$ cat config.mk
export PLATFORM = sky130hd
export DESIGN_NAME = report_collector_c4
export DESIGN_NICKNAME = d
export VERILOG_FILES = /design/src/rtl/report_collector_pkg.sv /design/src/rtl/report_collector_c4_fifo.sv /design/src/rtl/report_collector_c4.sv
export SDC_FILE = /design/constraint.sdc
export NUM_CORES = 1
export LEC_CHECK = 0
export CORE_ASPECT_RATIO = 0.7
export CORE_MARGIN = 2
export CORE_UTILIZATION = 60
export CTS_BUF_LIST = sky130_fd_sc_hd__clkbuf_8
export CTS_CLUSTER_DIAMETER = 150
export DETAILED_ROUTE_END_ITERATION = 6
export PLACE_DENSITY = 0.79
export SLEW_MARGIN = 30
export SYNTH_ARGS = -nofsm -noshare
export SYNTH_HDL_FRONTEND = slang
export SYNTH_SLANG_ARGS = --single-unit
$ cat constraint.sdc
create_clock -name clk -period 6.63 [get_ports clk]
set_input_delay 0.663 -clock clk [delete_from_list [all_inputs] [get_ports clk]]
set_output_delay 0.663 -clock clk [all_outputs]
set_load 0.01 [all_outputs]
$ cat src/rtl/report_collector_pkg.sv
// Shared types for the cluster-4 report collector: default widths, FSM
// state encoding and the buffered entry layout.
package report_collector_pkg;

  localparam int unsigned NUM_RPT_DEF = 28;
  localparam int unsigned CNT_W_DEF   = 16;

  typedef enum logic [1:0] {
    RUN  = 2'd0,
    OVF  = 2'd1,
    MARK = 2'd2
  } rc_state_e;

  typedef struct packed {
    logic                   marker;
    logic [CNT_W_DEF-1:0]   cycle;
    logic [NUM_RPT_DEF-1:0] vec;
  } rc_entry_t;

endpackage

$ cat src/rtl/report_collector_c4_fifo.sv
// rpt_fifo: show-ahead FIFO of rc_entry_t with a registered head entry.
// Callers must only push when there is room (level < DEPTH, or a pop
// happens in the same cycle). The head register is cleared when empty.
module rpt_fifo
  import report_collector_pkg::*;
#(
  parameter int unsigned DEPTH = 8
) (
  input  logic                     clk,
  input  logic                     rst,
  input  logic                     i_push,
  input  logic                     i_pop,
  input  rc_entry_t                i_din,
  output logic                     o_valid,
  output rc_entry_t                o_head,
  output logic [$clog2(DEPTH):0]   o_level
);

  localparam int unsigned AW = $clog2(DEPTH);
  localparam int unsigned LW = AW + 1;

  rc_entry_t        r_mem [DEPTH];
  rc_entry_t        r_head;
  logic [AW-1:0]    r_wr;
  logic [AW-1:0]    r_rd;
  logic [LW-1:0]    r_level;
  logic             r_valid;

  logic [LW-1:0]    w_level_after_pop;
  logic [LW-1:0]    w_level_nxt;
  logic [AW-1:0]    w_rd_nxt;

  assign w_level_after_pop = r_level - LW'(i_pop);
  assign w_level_nxt       = w_level_after_pop + LW'(i_push);
  assign w_rd_nxt          = r_rd + AW'(i_pop);

  // Storage array write port.
  always_ff @(posedge clk) begin
    if (i_push) r_mem[r_wr] <= i_din;
  end

  // Pointers, occupancy and the registered head entry. When the entry that
  // becomes head is being written this same cycle, it bypasses the array.
  always_ff @(posedge clk or posedge rst) begin
    if (rst) begin
      r_wr    <= '0;
      r_rd    <= '0;
      r_level <= '0;
      r_valid <= 1'b0;
      r_head  <= '0;
    end else begin
      if (i_push) r_wr <= r_wr + AW'(1);
      r_rd    <= w_rd_nxt;
      r_level <= w_level_nxt;
      r_valid <= (w_level_nxt != '0);
      if (w_level_after_pop == '0) begin
        r_head <= i_push ? i_din : '0;
      end else if (i_pop) begin
        r_head <= r_mem[w_rd_nxt];
      end
    end
  end

  assign o_valid = r_valid;
  assign o_head  = r_head;
  assign o_level = r_level;

endmodule

$ cat src/rtl/report_collector_c4.sv
// report_collector_c4: captures the cluster-4 automata report wires each run
// cycle, tags non-zero vectors with the symbol index and streams them out of
// a FIFO over valid/ready. Overflow drops entries until the buffer drains,
// then a single marker entry is enqueued.
// Optional: define RPT_DROP_CNT_EN to add the saturating drop_cnt output.
module report_collector_c4
  import report_collector_pkg::*;
#(
  parameter int unsigned NUM_RPT = NUM_RPT_DEF,
  parameter int unsigned CNT_W   = CNT_W_DEF,
  parameter int unsigned DEPTH   = 8
) (
  input  logic                     clk,
  input  logic                     reset,
  input  logic                     run,
  input  logic [NUM_RPT-1:0]       report_vec,
  output logic                     rpt_valid,
  input  logic                     rpt_ready,
  output logic [NUM_RPT-1:0]       rpt_vec,
  output logic [CNT_W-1:0]         rpt_cycle,
  output logic                     rpt_marker,
  output logic                     ovf_sticky,
`ifdef RPT_DROP_CNT_EN
  output logic [15:0]              drop_cnt,
`endif
  output logic [$clog2(DEPTH):0]   fifo_level
);

  localparam int unsigned LW = $clog2(DEPTH) + 1;

  logic [CNT_W-1:0]   r_sym_cnt;
  logic               r_cap_req;
  logic [NUM_RPT-1:0] r_cap_vec;
  logic [CNT_W-1:0]   r_cap_cycle;
  rc_state_e          r_state;
  logic               r_ovf_sticky;

  logic               w_pop;
  logic               w_can_push;
  logic               w_push;
  logic               w_drop;
  rc_entry_t          w_din;
  rc_entry_t          w_head;
  logic               w_valid;
  logic [LW-1:0]      w_level;

  // Symbol counter and one-cycle capture of the report wires with their tag.
  always_ff @(posedge clk or posedge reset) begin
    if (reset) begin
      r_sym_cnt   <= '0;
      r_cap_req   <= 1'b0;
      r_cap_vec   <= '0;
      r_cap_cycle <= '0;
    end else begin
      if (run) r_sym_cnt <= r_sym_cnt + CNT_W'(1);
      r_cap_req   <= run && (|report_vec);
      r_cap_vec   <= report_vec;
      r_cap_cycle <= r_sym_cnt;
    end
  end

  assign w_pop      = w_valid && rpt_ready;
  assign w_can_push = (w_level != LW'(DEPTH)) || w_pop;

  // Push arbitration: what gets enqueued this cycle and what gets dropped.
  always_comb begin
    w_push = 1'b0;
    w_drop = 1'b0;
    w_din  = '{marker: 1'b0, cycle: r_cap_cycle, vec: r_cap_vec};
    case (r_state)
      RUN: begin
        w_push = r_cap_req && w_can_push;
        w_drop = r_cap_req && !w_can_push;
      end
      OVF: begin
        w_drop = r_cap_req;
      end
      MARK: begin
        w_push = 1'b1;
        w_din  = '{marker: 1'b1, cycle: r_sym_cnt, vec: '0};
        w_drop = r_cap_req;
      end
      default: begin
        w_push = 1'b0;
        w_drop = r_cap_req;
      end
    endcase
  end

  // Overflow recovery FSM and sticky overflow flag.
  always_ff @(posedge clk or posedge reset) begin
    if (reset) begin
      r_state      <= RUN;
      r_ovf_sticky <= 1'b0;
    end else begin
      case (r_state)
        RUN: begin
          if (r_cap_req && !w_can_push) begin
            r_state      <= OVF;
            r_ovf_sticky <= 1'b1;
          end
        end
        OVF: begin
          if (w_level == '0) r_state <= MARK;
        end
        MARK:    r_state <= RUN;
        default: r_state <= RUN;
      endcase
    end
  end

`ifdef RPT_DROP_CNT_EN
  logic [15:0] r_drop_cnt;

  // Saturating count of dropped push requests.
  always_ff @(posedge clk or posedge reset) begin
    if (reset) begin
      r_drop_cnt <= '0;
    end else if (w_drop && (r_drop_cnt != 16'hFFFF)) begin
      r_drop_cnt <= r_drop_cnt + 16'd1;
    end
  end

  assign drop_cnt = r_drop_cnt;
`else
  logic w_unused_drop;
  assign w_unused_drop = w_drop;
`endif

  rpt_fifo #(
    .DEPTH (DEPTH)
  ) u_fifo (
    .clk     (clk),
    .rst     (reset),
    .i_push  (w_push),
    .i_pop   (w_pop),
    .i_din   (w_din),
    .o_valid (w_valid),
    .o_head  (w_head),
    .o_level (w_level)
  );

  assign rpt_valid  = w_valid;
  assign rpt_vec    = w_head.vec;
  assign rpt_cycle  = w_head.cycle;
  assign rpt_marker = w_head.marker;
  assign ovf_sticky = r_ovf_sticky;
  assign fifo_level = w_level;

endmodule

==> results of run 1 <==
## layout by cell type (no fill, tap or decap), types with 10 or more instances in the layout
cell,Yosys,final
dfrtp_1,120,120
edfxtp_1,360,360
clkbuf_8,0,81
inv_1,8,37
nand2_1,123,123
mux4_2,88,88
clkdlybuf4s50_1,0,82
and2_1,29,29
a21oi_1,29,29
a221o_1,40,40
xnor2_1,15,15
buf_4,4,21
mux2i_1,17,17
clkinv_1,1,10
nor2_1,25,24
## area by class of cell
type	count	area, sq um	share of cell area [%]
Inverter	10	43.8	0.208
Tap cell	412	515	2.45
Clock inverter	46	194	0.923
Timing Repair Buffer	105	1030	4.92
Clock buffer	81	1110	5.30
Sequential cell	480	13800	65.7
Multi-Input combinational cell	446	4300	20.5
## state kept, by name, indices dropped and copies added (netlist names)
register	cells
ovf_sticky	1
r_cap_cycle	16
r_cap_req	1
r_cap_vec	28
r_state	2
r_sym_cnt	16
u_fifo.o_head	45
u_fifo.o_level	4
u_fifo.o_valid	1
u_fifo.r_mem	360
u_fifo.r_rd	3
u_fifo.r_wr	3
## power by group
part	leakage (nW)	switching (W)	internal (W)	total, W
Combinational	2.03	0.00169	0.00156	0.00326
Sequential	4.78	0.000283	0.00386	0.00414
Clock	0.777	0.00108	0.00112	0.00219
Total	7.59	0.00305	0.00654	0.00959
## worst max path at each step
stage	startpoint	end	slack, ps	cells past startpoint
after floorplan	rpt_ready	u_fifo.r_mem[2][0]$_DFFE_PP_	310	4
after global placement	rpt_ready	u_fifo.o_head[13]$_DFFE_PP0P_	2430	10
after detailed placement	rpt_ready	u_fifo.o_head[33]$_DFFE_PP0P_	2390	13
after CTS	r_state[0]$_DFFE_PP0P_	u_fifo.o_valid$_DFF_PP0_	2880	10
after global routing	r_state[0]$_DFFE_PP0P_	u_fifo.o_valid$_DFF_PP0_	2590	10
final	r_state[0]$_DFFE_PP0P_	u_fifo.o_valid$_DFF_PP0_	2890	10
## synthesized netlist by cell type, types with 2 or more instances
cell type | number | area share (%)
nand4b_1 | 2 | 0.095
nor4_1 | 9 | 0.31
mux2i_1 | 17 | 0.93
edfxtp_1 | 360 | 59
buf_1 | 3 | 0.061
nand3_1 | 8 | 0.22
nand2b_1 | 4 | 0.14
a21oi_1 | 29 | 0.79
mux4_2 | 88 | 11
buf_4 | 4 | 0.16
clkbuf_1 | 13 | 0.27
nand2_1 | 123 | 2.5
a31oi_1 | 2 | 0.068
buf_6 | 4 | 0.24
nand4_1 | 9 | 0.31
inv_1 | 8 | 0.16
ha_1 | 8 | 0.54
xnor2_2 | 2 | 0.18
nor3_1 | 5 | 0.14
nor2_1 | 25 | 0.51
and3b_1 | 2 | 0.095
a221o_1 | 40 | 2.2
buf_2 | 23 | 0.63
a221o_2 | 4 | 0.24
buf_8 | 4 | 0.33
xor2_1 | 5 | 0.24
and3_1 | 3 | 0.10
dfrtp_1 | 120 | 16
xnor2_1 | 15 | 0.71
nor3b_1 | 2 | 0.082
and2_1 | 29 | 0.99
## kinds of logic (layout without fill, tap and decap cells)
| family | after synthesis | after routing | share of synthesized area (%) |
|---|---|---|---|
| flip-flops | 480 | 480 | 75.1 |
| AND/OR/NAND/NOR | 229 | 229 | 6.04 |
| multiplexers | 106 | 106 | 11.8 |
| AO/OA/AOI/OAI | 81 | 81 | 3.53 |
| buffers and inverters | 61 | 242 | 1.89 |
| XOR/XNOR | 22 | 22 | 1.13 |
| adder cells (fa/ha/maj) | 8 | 8 | 0.544 |
## through the flow
| step | hold WS, ps | worst slack (ps) | area, sq um | instances | total power [W] |
|---|---|---|---|---|---|
| after floorplan | 374 | 313 | 18400 | 987 | 0.00643 |
| after global placement | 390 | 2430 | 19700 | 1451 | 0.00732 |
| after detailed placement | 390 | 2390 | 19700 | 1452 | 0.00743 |
| after CTS | 407 | 2880 | 21000 | 1579 | 0.00963 |
| after global routing | 434 | 2590 | 21000 | 1580 | 0.0101 |
| final | 416 | 2890 | 21000 | 1580 | 0.00959 |
## routing by layer
metal	global-route usage [%]	vias to the layer above	routed length, um
met5	0	-	0
met4	7.71	0	829
met3	5.34	75	3430
met2	37.6	495	17900
met1	40.1	5037	16700
li1	-	4129	-
==> results.txt, run 1 <==
Fillers: 1895
r2r worst-path depth: 10
pwr dens: 456 nW/um^2
CP max FO: 24
routed via count: 9736
worst r2r src: r_state[0]$_DFFE_PP0P_
Period Utilization, post-route: 56.5%
Mapped Area: 18400 sq um
wire per inst: 24.6 um
Static Leakage: 7.59 nW
Max Fclk: 267 MHz
post-DP HPWL: 20400 um
# resized after CTS: 0
DR iter-0 viols: 1172
ant diodes: 0
critical path class: register to register
core area: 30100 sq um
Hold Vio Cnt, Final: 0
initial antenna violation count: 0
r2r setup slk: 2890 ps
IO buf count: 82
ANT nets after route: 0
first-pass GRT wire length: 59800 um
CP Data Required Time: 7080 ps
layout cell share with drive strength beyond 1: 19.3%
Clock Skews: 35.4 ps
Max clock buf depth: 3
Total GRT Usage: 25.8%
Final Critical Period: 3750 ps
fin util: 69.8%
library cells used by synthesis: 48
Post-CTS Setup Bufs: 0
sequential share of the synthesized area: 75.1%
DR vias/cell: 6.16
hold-fix buffers at CTS: 0
Max Cap Violations: 0
max incr delay on CP: 830 ps
RSZ-0062 raised after global routing: false
Layout area overhead: 14.3%
Die H: 150 um
Slew headroom: 42.2%
IO Count: 83
Row Count: 53
Final Max Slew Viols: 0
WL final: 38800 um
Hold EP: r_cap_cycle[5]$_DFF_PP0_
H-tree Lvls: 3
largest net degree at the start of global routing: 64
global route overflow: 0
reg2reg end: u_fifo.o_valid$_DFF_PP0_
router iterations before antenna repair: 5
Clock Latency Late Sink: 600 ps
hold path depth: 0
Final #Nets: 1152
Remaining DRCs: 0
Setup Viol. Count Final: 0
crit start category: register
HP Start: r_sym_cnt[5]$_DFFE_PP0P_
worst path cell trace: nand2b_2, clkinv_1, a21oi_1, inv_1, ha_1, and3b_1, mux2i_1, o22ai_1, xor2_1, or4_1
Die Area: 32100 sq um
Main synth FF type: edfxtp_1
Worst path slowest cell: a21oi_1
Net Count, Synth: 1027
EDFF count, synth: 360
TNS Setup: 0 ps
worst vdd ir: 346 uV
Worst-path clk slew: 70 ps
CP Data Arrival Time: 4190 ps
asr flop ratio synth: 25.0%
delay-heaviest family, CP: compound AO/OA/AOI/OAI gates
Slew @ Worst Pin: 867 ps
Buf/Inv on CP: 2
RePlAce Congestion: 0.798
Num CTS Buffers: 69
#FFs+latches synth: 480
yosys warns: 0
status: completed
vias in the first global route: 10148
Die Wd: 213 um
Gate Count Post-Synth: 987
CP endpoint kind: register
Synth Area per Inst: 18.6 sq um
CTS tree: done
initial core utilization: 61.1%
clk sinks: 480
worst hold path class: register to register
Clock Root Buffer: clkbuf_8
Power figures use the tool's default switching activity.
==> run 2, diff against run 1 <==
--- a/config.mk
+++ b/config.mk
@@ -7,11 +7,11 @@
 export LEC_CHECK = 0
 export CORE_ASPECT_RATIO = 0.7
 export CORE_MARGIN = 2
-export CORE_UTILIZATION = 60
+export CORE_UTILIZATION = 56
 export CTS_BUF_LIST = sky130_fd_sc_hd__clkbuf_8
 export CTS_CLUSTER_DIAMETER = 150
 export DETAILED_ROUTE_END_ITERATION = 6
-export PLACE_DENSITY = 0.79
+export PLACE_DENSITY = 0.78
 export SLEW_MARGIN = 30
 export SYNTH_ARGS = -nofsm -noshare
 export SYNTH_HDL_FRONTEND = slang
==> constraint.sdc (replaced) <==
create_clock -name clk -period 3.2 [get_ports clk]
set_input_delay 0.32 -clock clk [delete_from_list [all_inputs] [get_ports clk]]
set_output_delay 0.32 -clock clk [all_outputs]
set_load 0.01 [all_outputs]
==> run 2 against run 1 <==
  * Non-clock buffer count rose by 18
  * Critical path type unchanged
  * Critical endpoint unchanged
  * Largest power group unchanged
  * Clock skew is 12 ps lower
  * Highest routed layer unchanged
  * Combinational power increased by 110%
==> results.txt, run 2 (same netlist as run 1, synthesis figures left out) <==
status: completed
Worst path slowest cell: dfrtp_1
most frequent cells in the layout: edfxtp_1 (360), nand2_1 (123), dfrtp_1 (120)
grt met1 use: 35.6%
post-DP HPWL: 22200 um
CP max FO: 7
Final Critical Period: 2890 ps
CP endpoint kind: register
critical path class: register to register
worst path cell trace: nor3_2, nand3_1, a21oi_1, inv_1, ha_1, and3b_1, mux2i_1, o22ai_1, xor2_1, or4_1
r2r worst-path depth: 10
RePlAce Congestion: 0.751
Slew headroom: 39.6%
vias in the first global route: 10126
hold-fix buffers at CTS: 0
largest net degree at the start of global routing: 47
Fillers: 2119
Layout area overhead: 16.1%
initial core utilization: 56.9%
CP Data Arrival Time: 3360 ps
pwr dens: 942 nW/um^2
Largest Register: u_fifo.r_mem
hold path depth: 1
Slew @ Worst Pin: 896 ps
Final Max Slew Viols: 0
H-tree Lvls: 3
worst r2r src: u_fifo.o_level[2]$_DFF_PP0_
placed inst area: 20100 sq um
Static Leakage: 7.72 nW
Clock Root Buffer: clkbuf_8
IO Count: 83
DR vias/cell: 6.03
CP Data Required Time: 3670 ps
# resized after CTS: 0
worst hold path class: input port to register
Critical Path Source: u_fifo.o_level[2]$_DFF_PP0_
IO buf count: 82
HP Start: report_vec[16]
crit start category: register
Die H: 156 um
post-route insts no fill: 1613
worst vdd ir: 527 uV
layout cell share with drive strength beyond 1: 20.3%
Die Wd: 221 um
Final #Nets: 1170
max incr delay on CP: 490 ps
TNS Setup: 0 ps
clk sinks: 480
global route overflow: 0
Worst-path clk slew: 70 ps
wire per inst: 24.2 um
DR iter-0 viols: 1164
router iterations before antenna repair: 5
Hold EP: r_cap_vec[16]$_DFF_PP0_
M2 GR Usage: 34.8%
Hold Vio Cnt, Final: 0
met3 Usage GRT: 6.59%
RSZ-0062 raised after global routing: false
Remaining DRCs: 0
sequential cell area: 13800 sq um
Max Cap Violations: 0
Max Fclk: 346 MHz
Max clock buf depth: 3
Die Area: 34300 sq um
commonest non-fill, non-tap cell in the layout: edfxtp_1
WHS: 171 ps
area of the multi-input gates: 4360 sq um
Post-CTS Setup Bufs: 0
Setup Viol. Count Final: 0
Total GRT Usage: 23.9%
r2r setup slk: 310 ps
core area: 32300 sq um
Clock Skews: 23.8 ps
Period Utilization, post-route: 90.3%
ANT nets after route: 0
Design Area, Final: 21400 sq um
CTS tree: done
max reg flops: 360
first-pass GRT wire length: 60200 um
grt peak-use layer: met1
Clock Latency Late Sink: 610 ps
routed via count: 9728
total power: 0.0201 W
reg2reg end: u_fifo.o_valid$_DFF_PP0_
Num CTS Buffers: 69
ant diodes: 0
Cells after DPL: 1486
WL final: 39100 um
Row Count: 55
initial antenna violation count: 0
[run 2: how the worst max path moves through the flow]
stage,end,slack (ps),cells past startpoint
after floorplan,u_fifo.r_mem[3][0]$_DFFE_PP_,-330,6
after global placement,u_fifo.o_valid$_DFF_PP0_,280,12
after detailed placement,u_fifo.o_valid$_DFF_PP0_,180,12
after CTS,u_fifo.o_valid$_DFF_PP0_,230,10
after global routing,u_fifo.o_valid$_DFF_PP0_,110,10
final,u_fifo.o_valid$_DFF_PP0_,310,10
[run 2: metrics by stage]
step,utilization (%),setup WS [ps]
floorplan,-,-328
global placement,62.0,282
detailed placement,62.0,184
CTS,66.0,235
global route,66.0,106
finish,66.0,311
[run 2: layout make-up]
type                       count  share of cell area (%)
clock buffer                  74                    4.77
timing repair buffer         123                    6.16
sequential                   480                    64.7
clock inverter                53                    1.29
tap                          427                    2.50
inverter                      10                   0.193
multi-input combinational    446                    20.4
[run 2: metal layers]
layer,vias up,wire length (um)
met2,438,18000
met3,71,3430
li1,4174,-
met5,-,0
met4,0,922
met1,5045,16800
[run 2: report_power, final]
group	total, W	internal [W]	switching [W]	leakage (nW)
clock network	0.00455	0.00231	0.00224	0.763
logic	0.00697	0.00344	0.00353	2.17
registers	0.00861	0.00799	0.000622	4.78
total	0.0201	0.0137	0.00640	7.72
[run 2: critical path: cells and delay by family (launching register included)]
family / cells / cell delay, ps
AND/OR/NAND/NOR: 4 / 1020
buffers and inverters: 1 / 190
AO/OA/AOI/OAI: 2 / 420
flip-flops: 1 / 490
adder cells (fa/ha/maj): 1 / 290
XOR/XNOR: 1 / 180
multiplexers: 1 / 170
